### config.mk
export PLATFORM = sky130hd
export DESIGN_NAME = cpu_mc_ctrl
export DESIGN_NICKNAME = d
export VERILOG_FILES = /design/src/rtl/cpu_mc_ctrl.sv
export SDC_FILE = /design/constraint.sdc
export NUM_CORES = 1
export LEC_CHECK = 0
export ABC_AREA = 1
export CAP_MARGIN = 20
export CELL_PAD_IN_SITES_DETAIL_PLACEMENT = 0
export CELL_PAD_IN_SITES_GLOBAL_PLACEMENT = 1
export CORE_ASPECT_RATIO = 0.75
export CORE_MARGIN = 1.5
export CORE_UTILIZATION = 30
export CTS_BUF_LIST = sky130_fd_sc_hd__clkbuf_4 sky130_fd_sc_hd__clkbuf_8 sky130_fd_sc_hd__clkbuf_16
export DETAILED_ROUTE_END_ITERATION = 7
export PLACE_DENSITY_LB_ADDON = 0.3
export SLEW_MARGIN = 15
export SYNTH_ARGS = -nofsm -noshare
export SYNTH_HDL_FRONTEND = slang
export SYNTH_SLANG_ARGS = --single-unit
### constraint.sdc
create_clock -name clk -period 1.6 [get_ports clk]
set_input_delay 0.16 -clock clk [delete_from_list [all_inputs] [get_ports clk]]
set_output_delay 0.16 -clock clk [all_outputs]
set_load 0.02 [all_outputs]
### src/rtl/cpu_mc_ctrl.sv
// cpu_mc_ctrl: multi-cycle execute/memory/writeback sequencer with traps and a retire counter
module cpu_mc_ctrl #(
  parameter int XLEN = 32,
  parameter logic [XLEN-1:0] RESET_PC = '0,
  parameter int MEM_TIMEOUT = 15,
  parameter int RET_W = 32
) (
  input  logic             clk,
  input  logic             rst,
  input  logic             i_reg_write,
  input  logic             i_mem_read,
  input  logic             i_mem_write,
  input  logic             i_mem_to_reg,
  input  logic             i_branch,
  input  logic             i_jump,
  input  logic             i_jalr,
  input  logic [XLEN-1:0]  i_alu_result,
  input  logic             i_alu_zero,
  input  logic [XLEN-1:0]  i_pc_plus_4,
  input  logic [XLEN-1:0]  i_pc_branch,
  input  logic [4:0]       i_rd,
  input  logic [XLEN-1:0]  i_rs2_data,
  input  logic [2:0]       i_funct3,
  input  logic             i_mem_ready,
  input  logic [XLEN-1:0]  i_mem_rdata,
  output logic [XLEN-1:0]  o_pc_in,
  output logic             o_pc_write,
  output logic             o_mem_read,
  output logic             o_mem_write,
  output logic [XLEN-1:0]  o_mem_addr,
  output logic [XLEN-1:0]  o_mem_wdata,
  output logic [2:0]       o_mem_funct3,
  output logic             o_wb_we,
  output logic [4:0]       o_wb_rd,
  output logic [XLEN-1:0]  o_wb_data,
  output logic             o_trap,
  output logic [1:0]       o_trap_cause,
  output logic [RET_W-1:0] o_retired
);
  typedef enum logic [1:0] {EXEC, MEM, WB, TRAP} state_t;
  state_t state, state_nx;
  logic [XLEN-1:0] nxt_pc, alu_q, link_q, mdata_q;
  logic [4:0] rd_q;
  logic we_q, m2r_q, jmp_q, rd_req_q, wr_req_q, misalign, mem_op, timeout, take;
  logic [31:0] wait_cnt;
  // Next-PC selection and the EXEC/MEM exit conditions
  always_comb begin
    nxt_pc = i_jalr ? {i_alu_result[XLEN-1:1], 1'b0} :
             (i_jump | (i_branch & i_alu_zero)) ? i_pc_branch : i_pc_plus_4;
    misalign = nxt_pc[1];
    mem_op = i_mem_read | i_mem_write;
    take = (state == EXEC) & ~misalign;
    timeout = (MEM_TIMEOUT != 0) & ~i_mem_ready & (wait_cnt == 32'(MEM_TIMEOUT - 1));
  end
  // State register
  always_ff @(posedge clk) begin
    if (!rst) state <= EXEC;
    else state <= state_nx;
  end
  // Next-state logic; TRAP is absorbing until reset
  always_comb begin
    state_nx = state == EXEC ? (misalign ? TRAP : mem_op ? MEM : WB) :
               state == MEM  ? (i_mem_ready ? WB : timeout ? TRAP : MEM) :
               state == WB   ? EXEC : TRAP;
  end
  // Instruction context, memory request fields, trap cause and retire count
  always_ff @(posedge clk) begin
    if (!rst) begin
      alu_q <= '0;
      link_q <= '0;
      mdata_q <= '0;
      rd_q <= '0;
      we_q <= 1'b0;
      m2r_q <= 1'b0;
      jmp_q <= 1'b0;
      rd_req_q <= 1'b0;
      wr_req_q <= 1'b0;
      wait_cnt <= '0;
      o_pc_in <= RESET_PC;
      o_mem_addr <= '0;
      o_mem_wdata <= '0;
      o_mem_funct3 <= 3'b010;
      o_trap_cause <= 2'd0;
      o_retired <= '0;
    end else begin
      if (take) begin
        alu_q <= i_alu_result;
        link_q <= i_pc_plus_4;
        rd_q <= i_rd;
        we_q <= i_reg_write;
        m2r_q <= i_mem_to_reg & ~(i_jump | i_jalr);
        jmp_q <= i_jump | i_jalr;
        rd_req_q <= i_mem_read;
        wr_req_q <= i_mem_write;
        o_pc_in <= nxt_pc;
      end
      if (take & mem_op) begin
        o_mem_addr <= i_alu_result;
        o_mem_wdata <= i_rs2_data;
        o_mem_funct3 <= i_funct3;
      end
      wait_cnt <= state == MEM ? wait_cnt + 32'd1 : '0;
      if (state == MEM && i_mem_ready) mdata_q <= i_mem_rdata;
      if (state != TRAP && state_nx == TRAP) o_trap_cause <= state == EXEC ? 2'd1 : 2'd2;
      if (state == WB) o_retired <= o_retired + RET_W'(1);
    end
  end
  // State-decoded strobes and writeback data selection
  always_comb begin
    o_mem_read = (state == MEM) & rd_req_q;
    o_mem_write = (state == MEM) & wr_req_q;
    o_pc_write = state == WB;
    o_wb_we = (state == WB) & we_q & (rd_q != 5'd0);
    o_wb_rd = rd_q;
    o_wb_data = m2r_q ? mdata_q : jmp_q ? link_q : alu_q;
    o_trap = state == TRAP;
  end
endmodule

# Yosys cells after proc, flatten, opt, wreduce, memory -nomap -nowiden
# Cells that the tools add are included.
[totals]
regBits = 273
out_inout_bits = 175
wordCells = 57
in_bits = 179
[op_classes]
addsub = 2
n_reduce_logical = 5
n_bitwise = 15
n_mux = 12
eq_ne = 6
[op_table]
columns = ["op", "count"]
rows = [
  ["2-to-1 mux 32 bit", 4],
  ["adder 32 x 1 -> 32 bit (second input constant)", 2],
  ["equality test 32 x 4 -> 1 bit (second input constant)", 1],
  ["2-to-1 mux 2 bit", 8],
  ["AND 1 bit", 9],
  ["equality test 2 bit (second input constant)", 3],
  ["nonzero test 5 bit", 1],
  ["NOT 1 bit", 3],
  ["OR 1 bit", 3],
  ["equality test 2 x 1 -> 1 bit (second input constant)", 1],
  ["logical AND 1 bit", 2],
  ["logical NOT 2 bit", 1],
  ["inequality test 2 bit (second input constant)", 1],
  ["AND reduction 2 bit", 1],
]

# Logic depth before layout (Yosys ltp)
[logic_depth]
depth_word = 8
depth_mapped = 12
mapped_depth_nobuf = 11

# Least setup slack after synthesis
# Ideal clock, no wire load.
[synth_timing]
kind = "flip-flop to flip-flop"
start = "register o_retired[1]"
end = "register o_retired[18]"
t_required_ps = 1481
n_path_buf = 0
arrival_time_ps = 1711
slack_ps = -230
stages_incl_launch_ff = 11
period_less_slack_ps = 1830
setup_time_ps = 119
cell_sequence = "dfxtp_1 ha_1 inv_1 nor3_4 nand2_1 nor2_1 nand2_1 nor2_1 nand2_1 o21ai_0 a21oi_1"
[synth_between]
elab_chain_cells = 1
[synth_lines]
columns = ["item", "line", "rtl"]
rows = [
  ["start, declared", "38", "output logic [RET_W-1:0] o_retired"],
  ["start signal, assigned", "105", "if (state == WB) o_retired <= o_retired + RET_W'(1);"],
  ["adder 32 x 1 -> 32 bit", "105", ""],
]
# No other way between the ends.
# A chain may end at the register's enable or synchronous reset.

# Final worst setup path
[layout_timing]
start = "register jmp_q"
end = "output o_wb_data[28]"
[layout_between]
elab_chain_cells = 2
[layout_lines]
columns = ["item", "line", "rtl"]
rows = [
  ["start, declared", "44", "logic we_q, m2r_q, jmp_q, rd_req_q, wr_req_q, misalign, mem_op, timeout, take;"],
  ["start signal, assigned", "92", "jmp_q <= i_jump | i_jalr;"],
  ["2-to-1 mux 32 bit (2 in series)", "115", "o_wb_data = m2r_q ? mdata_q : jmp_q ? link_q : alu_q;"],
  ["end, declared", "35", "output logic [XLEN-1:0] o_wb_data,"],
]
# No other way between the ends.

==> metrics.txt <==
Post-synth EDFFs=0; Final Hold Viols=0; Max-slew headroom=0.513; grt total ovfl=0; CTS Buffer Depth=3; Critical Path RT=1.44 ns; post-route ant nets=0; Syn Nets=1849; number of global-route vias before repair=12.2k; FP Rows=62; total CTS buffers=30; beginning of the worst register-to-register path=state[0]$_SDFF_PN0_; Cell Area, Placed=16900 um^2; Die Ht=175 um; cells on worst reg2reg path=10; RSZ-0062 raised after global routing=true; Worst Slack Setup Final=-0.291 ns; H-tree depth=1; Routed WL=45500 um; register area share after synthesis=0.462; multi-input logic area=6150 um^2; leakage power=7.97 nW; post-placement cell count=2572; Worst Setup SP=jmp_q$_SDFFE_PN0N_; clk_lat worst skew=0.57 ns; Initial Util=0.307; CTS tree=done; Async S/R FF share, synth=0; NumNets Final=2304; Pre-antenna DRT Iters=5; Final Max Slew Viols=0; post-route cell area=19100 um^2; final cell count without fillers=2656; Avg Synthesized Cell Area=7.09 um^2; Reg area=5540 um^2; port bufs=353; dpl ws=-0.406 ns; Setup CP Type=reg -> out; worst setup path endpoint=o_wb_data[28]; top_reg_cell synth=dfxtp_1; Syn-to-layout area delta=61.7%; Clock Skew=0.0153 ns; most frequent cells in the layout=272 x nand2_1, 244 x a21oi_1, 236 x dfxtp_1; I/O pins=354; Worst setup EP type=output port; Die ar.=40600 um^2; final setup fails=95; FF-to-FF setup slack=-0.13 ns; Min Clock Period, post-route=1.89 ns; Clock Pin Slew Worst Setup and Hold Paths=0.06 ns; Die X=232 um; dpl hpwl=32000 um; hold buffer count at CTS=0; FILL cells=3787; DR vias=12.9k; flip-flop and latch count after synthesis=273; first-pass GRT wire length=66900 um; Tightest Hold Check Type=in -> reg; Residual DRC=0; Final Cycle Share=1.18; core area=38600 um^2; failing checks=setup timing; status=complete, but fails checks; CTS root buffer=clkbuf_16; Syn Inst Count=1667; Max-cap violations=0; Max Clk Rate=0.529 GHz; DR vias/cell=4.85; Critical Path Source Type=flip-flop; wire per inst=17.1 um; most common cell after layout, fill and taps aside=nand2_1; antenna violations before repair=2; Mapped Area=11800 um^2; initial DRC count=728; Max VDD drop=0.863 mV; Worst Path Max Fanout=7; layout cells sized above 1=0.242; Yosys warnings=0; pwr dens=1020 nW/um^2; critical path arrival=1.73 ns; worst slew pin tran=0.730 ns; largest net degree at the start of global routing=151; gr usage total=0.207; RR Endpoint=o_mem_wdata[8]$_SDFFE_PN0P_; GP Congestion=0.906; synth unique cells=40; TritonCTS Sinks=273
-- worst min-delay path by stage --
stage / from / endpoint / slack [ns] / cells after the start
after floorplan: i_funct3[1] / o_mem_funct3[1]$_SDFFE_PN1P_ / 0.29 / 2
after global placement: link_q[0]$_SDFFE_PN0N_ / link_q[0]$_SDFFE_PN0N_ / 0.43 / 2
after detailed placement: link_q[26]$_SDFFE_PN0N_ / link_q[26]$_SDFFE_PN0N_ / 0.44 / 2
after CTS: rst / wait_cnt[5]$_SDFF_PN0_ / 0.11 / 6
after global routing: rst / wait_cnt[4]$_SDFF_PN0_ / 0.14 / 6
final: rst / wait_cnt[5]$_SDFF_PN0_ / 0.13 / 6
-- layer usage --
metal,track usage,vias up,share of wire
li1,-,6410,-
met3,0.0463,69,0.068
met5,0,-,0.00029
met4,0.0552,2,0.025
met2,0.334,401,0.46
met1,0.276,5995,0.45
-- state kept, by name, indices dropped and copies added, names as in the netlist --
signal	count
rd_req_q	1
wr_req_q	1
o_trap_cause	2
alu_q	32
o_retired	32
mdata_q	32
o_mem_wdata	32
link_q	32
o_mem_funct3	3
we_q	1
state	2
m2r_q	1
o_pc_in	32
o_wb_rd	5
o_mem_addr	32
jmp_q	1
wait_cnt	32
-- where the power goes --
part           internal [W]  switching [W]  leakage, nW
clock               0.00435        0.00288        0.524
combinational       0.00203        0.00253         5.19
sequential          0.00736       0.000294         2.25
total                0.0138        0.00570         7.97
-- timing repair --
item,CTS,global route
buffers inserted,6,15
cloned,2,11
setup endpoints to repair,224,151
endpoints found under the hold margin,0,0
gates resized for setup,406,292
pin swaps,11,79
-- synth_stat cells (3+ instances only) --
library cell	count	area, um^2
nor4_1	3	18.8
nor3b_1	3	22.5
inv_2	5	18.8
o211ai_1	31	233
nand3_1	62	310
a21oi_1	276	1380
o21ai_0	171	856
dfxtp_1	273	5470
nor2_1	175	657
buf_2	21	105
nor3_1	23	115
nand2_1	309	1160
xnor2_1	3	26.3
clkbuf_1	74	278
inv_1	159	597
nand4_1	14	87.6
o21ai_1	14	70.1
ha_1	3	37.5
xor2_1	7	61.3
or2_2	15	93.8
-- layout make-up --
| type | count | share of cell area |
|---|---|---|
| Antenna cell | 1 | 0.000131 |
| Clock buffer | 45 | 0.0493 |
| Clock inverter | 8 | 0.00471 |
| Inverter | 165 | 0.0346 |
| Multi-Input combinational cell | 1132 | 0.321 |
| Sequential cell | 273 | 0.290 |
| Tap cell | 512 | 0.0335 |
| Timing Repair Buffer | 520 | 0.267 |
-- logic make-up after synthesis --
logic type | synth area share
simple gates | 0.221
compound gates | 0.220
flops | 0.462
buf+inv | 0.0859
xor+xnor | 0.00741
fa+ha+maj | 0.00317
-- per-stage QoR --
| stage | utilization | total power, W | setup TNS, ns | hold WS [ns] |
|---|---|---|---|---|
| finish | 0.496 | 0.0195 | -11.62 | 0.131 |
| global route | 0.496 | 0.0203 | -21.11 | 0.138 |
| CTS | 0.466 | 0.0191 | -9.91 | 0.110 |
| detailed placement | 0.438 | 0.0119 | -58.28 | 0.439 |
| global placement | 0.438 | 0.0119 | -54.99 | 0.433 |
| floorplan | - | 0.00972 | 0 | 0.286 |
-- critical path, stage by stage (launching register included) --
cell	delay (ns)
dfxtp_2	0.34
inv_8	0.12
clkbuf_16	0.17
o21ai_0	0.08
a21oi_1	0.21
a21oi_1	0.07
buf_4	0.18
Note: power is estimated with default switching activity, not from simulation.
